[config.mk]
export PLATFORM = sky130hd
export DESIGN_NAME = array_reader
export DESIGN_NICKNAME = d
export VERILOG_FILES = /design/src/rtl/array_reader_pkg.sv /design/src/rtl/array_reader_wrap_counter.sv /design/src/rtl/array_reader.sv
export SDC_FILE = /design/constraint.sdc
export NUM_CORES = 1
export LEC_CHECK = 0
export BUFFER_PORTS_ARGS = -buffer_cell sky130_fd_sc_hd__clkbuf_2
export CORE_MARGIN = 2
export CORE_UTILIZATION = 48
export CTS_CLUSTER_SIZE = 24
export DETAILED_ROUTE_END_ITERATION = 8
export PLACE_DENSITY = 0.83
export SLEW_MARGIN = 20
export SYNTH_ARGS = -nofsm -noshare
export SYNTH_HDL_FRONTEND = slang
export SYNTH_SLANG_ARGS = --single-unit
[constraint.sdc]
create_clock -name clk_i -period 2.5 [get_ports clk_i]
set_input_delay 0.375 -clock clk_i [delete_from_list [all_inputs] [get_ports clk_i]]
set_output_delay 0.375 -clock clk_i [all_outputs]
set_load 0.03 [all_outputs]
[src/rtl/array_reader_pkg.sv]
// array_reader_pkg
//   Shared types and width helpers for the array read sequencer.
//   state_e    : sequencer states (IDLE, READ, DRAIN)
//   idx_width  : bits needed to address height entries (at least 1)
//   cnt_width  : bits needed to hold a count 0..height
package array_reader_pkg;

    typedef enum logic [1:0] {
        IDLE  = 2'd0,
        READ  = 2'd1,
        DRAIN = 2'd2
    } state_e;

    function automatic int unsigned idx_width(input int unsigned height);
        return (height < 2) ? 1 : $clog2(height);
    endfunction

    function automatic int unsigned cnt_width(input int unsigned height);
        return $clog2(height + 1);
    endfunction

endpackage

[src/rtl/array_reader_wrap_counter.sv]
// array_reader_wrap_counter
//   Modulo-n_p up-counter with synchronous load and count enable.
//   Counts n_p-1 -> 0 with no gap cycle; load has priority over enable.
// Ports:
//   clk_i      : clock
//   reset_i    : synchronous active-high reset, count returns to 0
//   load_i     : load load_val_i into the counter
//   load_val_i : value to load (must be < n_p)
//   en_i       : advance by one, wrapping at n_p-1
//   count_o    : current count
module array_reader_wrap_counter
    import array_reader_pkg::*;
#(
    parameter int unsigned n_p = 4
) (
    input  logic                         clk_i,
    input  logic                         reset_i,
    input  logic                         load_i,
    input  logic [idx_width(n_p)-1:0]    load_val_i,
    input  logic                         en_i,
    output logic [idx_width(n_p)-1:0]    count_o
);

    localparam int unsigned cw_lp = idx_width(n_p);
    localparam logic [cw_lp-1:0] max_lp = cw_lp'(n_p - 1);

    logic [cw_lp-1:0] count_q;

    always_ff @(posedge clk_i) begin
        if (reset_i) begin
            count_q <= '0;
        end else if (load_i) begin
            count_q <= load_val_i;
        end else if (en_i) begin
            count_q <= (count_q == max_lp) ? '0 : count_q + cw_lp'(1);
        end
    end

    assign count_o = count_q;

endmodule

[src/rtl/array_reader.sv]
// array_reader
//   Read-side sequencer for the array storage block. Accepts a burst
//   command (first index, length), walks the array's combinational read
//   port modulo height_p and streams words over valid/ready at full rate.
//   Optional macro ARRAY_READER_BYPASS_EN forwards a same-cycle write on
//   the snoop port to the output register (read-after-write returns the
//   new value); when undefined the snoop port is ignored.
// Ports:
//   clk_i, reset_i          : clock, synchronous active-high reset
//   start_v_i/start_ready_o : burst command handshake
//   first_i, len_i          : first index (< height_p), word count (0..height_p)
//   index_o, data_i         : array read index and combinational read data
//   snoop_w_v_i/_index_i/_data_i : copy of the array write port
//   v_o, data_o, last_o, ready_i : output word stream
//   done_o                  : one-cycle pulse when a burst completes
module array_reader
    import array_reader_pkg::*;
#(
    parameter int unsigned width_p  = 8,
    parameter int unsigned height_p = 4
) (
    input  logic                              clk_i,
    input  logic                              reset_i,
    input  logic                              start_v_i,
    output logic                              start_ready_o,
    input  logic [idx_width(height_p)-1:0]    first_i,
    input  logic [cnt_width(height_p)-1:0]    len_i,
    output logic [idx_width(height_p)-1:0]    index_o,
    input  logic [width_p-1:0]                data_i,
    input  logic                              snoop_w_v_i,
    input  logic [idx_width(height_p)-1:0]    snoop_index_i,
    input  logic [width_p-1:0]                snoop_data_i,
    output logic                              v_o,
    output logic [width_p-1:0]                data_o,
    output logic                              last_o,
    input  logic                              ready_i,
    output logic                              done_o
);

    localparam int unsigned lw_lp = cnt_width(height_p);

    state_e             state_q, state_n;
    logic [lw_lp-1:0]   remaining_q;
    logic               v_q, last_q, done_q;
    logic [width_p-1:0] data_q;
    logic [width_p-1:0] load_data;
    logic               idx_load, idx_en, load, consume;

    array_reader_wrap_counter #(
        .n_p (height_p)
    ) u_index (
        .clk_i      (clk_i),
        .reset_i    (reset_i),
        .load_i     (idx_load),
        .load_val_i (first_i),
        .en_i       (idx_en),
        .count_o    (index_o)
    );

    always_comb begin
        state_n       = state_q;
        start_ready_o = 1'b0;
        idx_load      = 1'b0;
        idx_en        = 1'b0;
        load          = 1'b0;
        consume       = 1'b0;
        unique case (state_q)
            IDLE: begin
                start_ready_o = 1'b1;
                if (start_v_i && (len_i != '0)) begin
                    idx_load = 1'b1;
                    state_n  = READ;
                end
            end
            READ: begin
                // Output register is free when empty or being drained this cycle.
                load = ~v_q | ready_i;
                if (load) begin
                    idx_en = 1'b1;
                    if (remaining_q == lw_lp'(1)) begin
                        state_n = DRAIN;
                    end
                end
            end
            DRAIN: begin
                if (v_q && ready_i) begin
                    consume = 1'b1;
                    state_n = IDLE;
                end
            end
            default: state_n = IDLE;
        endcase
    end

`ifdef ARRAY_READER_BYPASS_EN
    always_comb begin
        load_data = data_i;
        if (snoop_w_v_i && (snoop_index_i == index_o)) begin
            load_data = snoop_data_i;
        end
    end
`else
    // Array read is pre-write, so the old value is returned on a collision.
    assign load_data = data_i;
    logic unused_snoop;
    assign unused_snoop = &{1'b0, snoop_w_v_i, snoop_index_i, snoop_data_i};
`endif

    always_ff @(posedge clk_i) begin
        if (reset_i) begin
            state_q     <= IDLE;
            remaining_q <= '0;
            v_q         <= 1'b0;
            last_q      <= 1'b0;
            data_q      <= '0;
            done_q      <= 1'b0;
        end else begin
            state_q <= state_n;
            done_q  <= 1'b0;
            if (start_v_i && start_ready_o) begin
                if (len_i == '0) begin
                    done_q <= 1'b1;
                end else begin
                    remaining_q <= len_i;
                end
            end
            if (load) begin
                data_q      <= load_data;
                v_q         <= 1'b1;
                last_q      <= (remaining_q == lw_lp'(1));
                remaining_q <= remaining_q - lw_lp'(1);
            end
            if (consume) begin
                v_q    <= 1'b0;
                last_q <= 1'b0;
                done_q <= 1'b1;
            end
        end
    end

`ifndef SYNTHESIS
    always @(posedge clk_i) begin
        if (!reset_i && start_v_i && start_ready_o) begin
            assert ((32'(first_i) < height_p) && (32'(len_i) <= height_p))
                else $error("array_reader: illegal command first=%0d len=%0d", first_i, len_i);
        end
    end
`endif

    assign v_o    = v_q;
    assign data_o = data_q;
    assign last_o = last_q;
    assign done_o = done_q;

endmodule

# After elaboration in Yosys (flattened, before gate mapping)
# Cells that the tools add are included.
# op_classes
n_eq_ne	9
addsub	2
muxes	22
bitwise	2
n_reduce_logical	11
# op_table
operator	count
two-way mux 2 bit	7
two-way mux 1 bit	11
!= test 2 bit, second input constant	5
two-way mux 3 bit	3
one-hot mux 2 bit (3 select lines)	1
== test 2 bit, second input constant	2
AND reduction 4 bit	1
nonzero test 2 bit	2
== test 3 x 1 -> 1 bit, second input constant	1
logical AND 1 bit	3
logical NOT 3 bit	1
nonzero test 3 bit	1
subtractor 3 x 1 -> 3 bit, second input constant	1
adder 2 x 1 -> 2 bit, second input constant	1
== test 2 x 1 -> 1 bit, second input constant	1
logical NOT 2 bit	1
AND reduction 2 bit	1
OR reduction 2 bit	1
inverter 1 bit	1
OR 1 bit	1
# word_totals
word_cells	53
in_bits	28
reg_bits	18
output_inout_bits	14

# Longest topological paths before layout
# depth
depth_word	6
ltp_mapped	5
mapped_depth_nobuf	5

# Hierarchy
# A second synthesis with hierarchy kept.
# unflattened
cells_unflattened	94
hier_area_um2	817.0
# by_module_without_submodules
module	seq_area_each_um2	cells_each	n_inst	area_per_inst_um2
array_reader	320.3	83	1	700.7
array_reader_wrap_counter	40.0	11	1	116.4

# Worst setup path before layout
# No wires, ideal clock.
# synth_timing
kind	reg2reg
from	register v_q (netlist: v_o)
to	register remaining_q[1]
stages_incl_launch_ff	5
synth_period_minus_slack_ns	1.387
arrival_ns	1.312
setup_ns	0.075
n_path_buf	1
slack_ns	1.113
required_ns	2.425
cell_sequence	dfxtp_1 -> nor2b_2 -> buf_2 -> o221ai_1 -> a31oi_1
# synth_between
elab_chain_cells	5
elab_cells_between_ends	7
cone_classes	eq/ne (1); mux (2); bitwise (2); reduce/logical (2)
# synth_lines
item	line	source
start: declaration	array_reader.sv:44	logic v_q, last_q, done_q;
start signal: assignment	array_reader.sv:113	v_q <= 1'b0;
start signal: assignment	array_reader.sv:129	v_q <= 1'b1;
start signal: assignment	array_reader.sv:134	v_q <= 1'b0;
inverter 1 bit (*)	array_reader.sv:77	load = ~v_q | ready_i;
OR 1 bit (*)	array_reader.sv:77	
two-way mux 1 bit (*)	array_reader.sv:67	unique case (state_q)
!= test 2 bit (no source line) / nonzero test 2 bit (equally long branches)	--	
AND reduction 2 bit (no source line)	--	
end signal: assignment	array_reader.sv:124	remaining_q <= len_i;
end signal: assignment	array_reader.sv:131	remaining_q <= remaining_q - lw_lp'(1);
end: declaration	array_reader.sv:43	logic [lw_lp-1:0] remaining_q;
# Mark *: on every way between the ends. The rest lies on a longest branch, timed or not.
# A chain may end at the register's enable or synchronous reset.

# Final worst setup path
# layout_timing
from	register v_q (netlist: v_o)
to	register last_q (netlist: last_o)
# layout_between
elab_chain_cells	4
elab_cells_between_ends	7
cone_classes	mux (3); bitwise (2); reduce/logical (2)
# layout_lines
item	line	source
logical AND 1 bit	array_reader.sv:86	if (v_q && ready_i) begin
two-way mux 1 bit	array_reader.sv:86	
two-way mux 1 bit	array_reader.sv:67	
OR reduction 2 bit (no source line)	--	
end signal: assignment	array_reader.sv:130	last_q <= (remaining_q == lw_lp'(1));
end: declaration	array_reader.sv:44	
# Several ways; a longest one is shown, not always the timed one.

==> metrics <==
Worst-path clk slew roughly 110 ps; I/O pins 42; first-pass GRT wire length approximately 3.3 mm; MaxCap Viol Count 0; Die Area approximately 2200 um^2; worst r2r path cells 3; layout cells sized above 1 a little under a third; initial drt markers 20; cell area after layout 1090 um^2; fin nets about 160; root buf cell clkbuf_4; Worst Path Arrival 1780 ps; Crit. End Element flip-flop; initial core utilization 51.7%; DP HPWL 1.55 mm; n_diodes 0; cell count after synthesis 103; Clock Sinks 18; Comb pwr share between 20% and 30%; core area around 1700 um^2; initial antenna violation count 0; Post-synth EDFFs 0; Yosys reg bits 18; Yosys cell types 36; CTS tree built; final antenna-violating net count 0; routability cong. around 0.8; Pre-Repair DR Iteration Count 6; Tmin final between 1500 and 2000 ps; P_int about 0.47 mW; relative slew slack between 50% and 60%; PortBufs 30; Top FF cell, synth dfxtp_1; Setup CP Type reg2reg; largest net degree at the start of global routing 21; Total GRT Usage a little over a fifth; crit path max fanout 16; Die Ht between 40 and 50 um; fin. max-slew vios 0; Sw Share 34.1%; clk buf depth 2; post-place instance area ~1100 um^2; commonest cells after routing, fill and taps aside clkbuf_2, dfxtp_1, nand3_1, a21oi_1, o21ai_1; Final Non-Filler Cells between 150 and 200; Clk Latency, worst-skew pair about 300 ps; IR drop worst, VDD 0.328 mV; Post-Syn Area between 900 and 1000 um^2; Crit Reg-Reg Startpoint v_o; critical register-to-register path endpoint last_o; area grow syn2layout 21.1%; Worst Hold Class in2reg; WL/cell about 14 um; Die Wd around 47 um; TritonCTS Buffers 3; Async SR Flop Fraction 0%; Critical Path Source Type flip-flop; Fin. Hold Viols 0; syn avg cell area approximately 8.8 um^2; Placed Instances 152; Critical Path RT 2710 ps; wirelength, routed 2.26 mm; pwr dens about 660 nW/um^2; total number of vias slightly above 900; residual DRC count 0; worst-margin pin slew around 680 ps; flop-to-flop setup slack around 930 ps; Psw 0.245 mW; Ys Warns 0; Clk network pwr share ~26%; final cycle utilization of the critical path about 63%; Final TNS setup 0 ps; PostCTS Resize Cnt 0; leakage 0.454 nW; Finish-stage setup viols 0; H-tree depth 1; RSZ-0062 raised after global routing no; clock skew just over 6 ps; CP Launch Point v_o; Fmax achieved around 640 MHz; Tot Pwr around 0.7 mW; vias per cell 5.83; commonest non-fill, non-tap cell in the layout clkbuf_2; syn nets between 100 and 150; number of setup buffers added after CTS 0; cts hold-fix bufs 0; status complete, no violations; register area share after synthesis ~40%; row cnt 15; Sequential Power Share about 47%; CP endpoint last_o; grt ovf 0; Hold Path Depth 3; vias in the first global route approximately 800
-- layout make-up --
cell class                      count  area (um^2)
Tap cell                           25         31.3
Multi-Input combinational cell     76          503
Timing Repair Buffer               30          150
Fill cell                         172          653
Inverter                            3         11.3
Clock buffer                        4         36.3
Sequential cell                    18          360
-- flip-flops by register name (all words and copies together), names as in the netlist --
register,cells
remaining_q,3
u_index.count_o,2
data_o,8
v_o,1
done_o,1
state_q,2
last_o,1
-- metal layers --
layer	wire length (um)	vias to the layer above	GRT usage (%)
met2	1140	33	35.9
met4	59	0	12.2
li1	-	448	-
met3	115	8	4.62
met5	0	-	0
met1	946	420	25.3
-- kinds of logic after synthesis --
logic type | after synthesis | share of synthesized area (%)
compound gates | 33 | 24.7
fa+ha+maj | 3 | 4.16
buf+inv | 9 | 4.30
flops | 18 | 39.9
mux | 1 | 1.11
simple gates | 39 | 25.8
-- Yosys cell counts, types with 2 or more instances --
cell type	n	area, um^2
nand3_1	10	50.1
nand2b_1	2	12.5
nand2_1	4	15.0
a21oi_1	10	50.1
nor3_1	4	20.0
clkbuf_1	2	7.51
nor2_1	4	15.0
nor2b_1	2	12.5
a221oi_1	2	17.5
a31oi_1	3	18.8
o221ai_1	3	26.3
buf_2	4	20.0
dfxtp_1	18	360
or3_1	2	12.5
ha_1	3	37.5
o21ai_1	8	40.0
inv_1	3	11.3
-- worst max-delay path: stages (launching register included) --
cell and delay (ps):
dfxtp_1 440, nor2b_2 570, nor2_1 150, a2111oi_2 320
-- metrics by stage --
stage          util (%)  hold WS [ps]  worst slack (ps)
4_1_cts            62.6           289               925
5_1_grt            62.6           289               799
2_1_floorplan         -           467              1110
3_3_place_gp       60.5           461               976
6_report           62.6           293               931
3_5_place_dp       60.5           473               894
-- worst min path at each step --
stage	slack [ps]	from	endpoint
6_report	290	data_i[7]	data_o[7]
3_3_place_gp	460	data_o[0]	data_o[0]
4_1_cts	290	data_i[7]	data_o[7]
5_1_grt	290	data_i[7]	data_o[7]
3_5_place_dp	470	data_o[0]	data_o[0]
2_1_floorplan	470	remaining_q[1]	remaining_q[1]
-- power groups by stage --
stage                     sequential, mW  clock (mW)  combinational, mW
after floorplan                    0.373           0              0.108
after global placement             0.340           0              0.187
after detailed placement           0.342           0              0.195
after CTS                          0.336       0.188              0.197
after global routing               0.340       0.198              0.213
final                              0.337       0.185              0.197
Note: power is estimated with default switching activity, not from simulation.
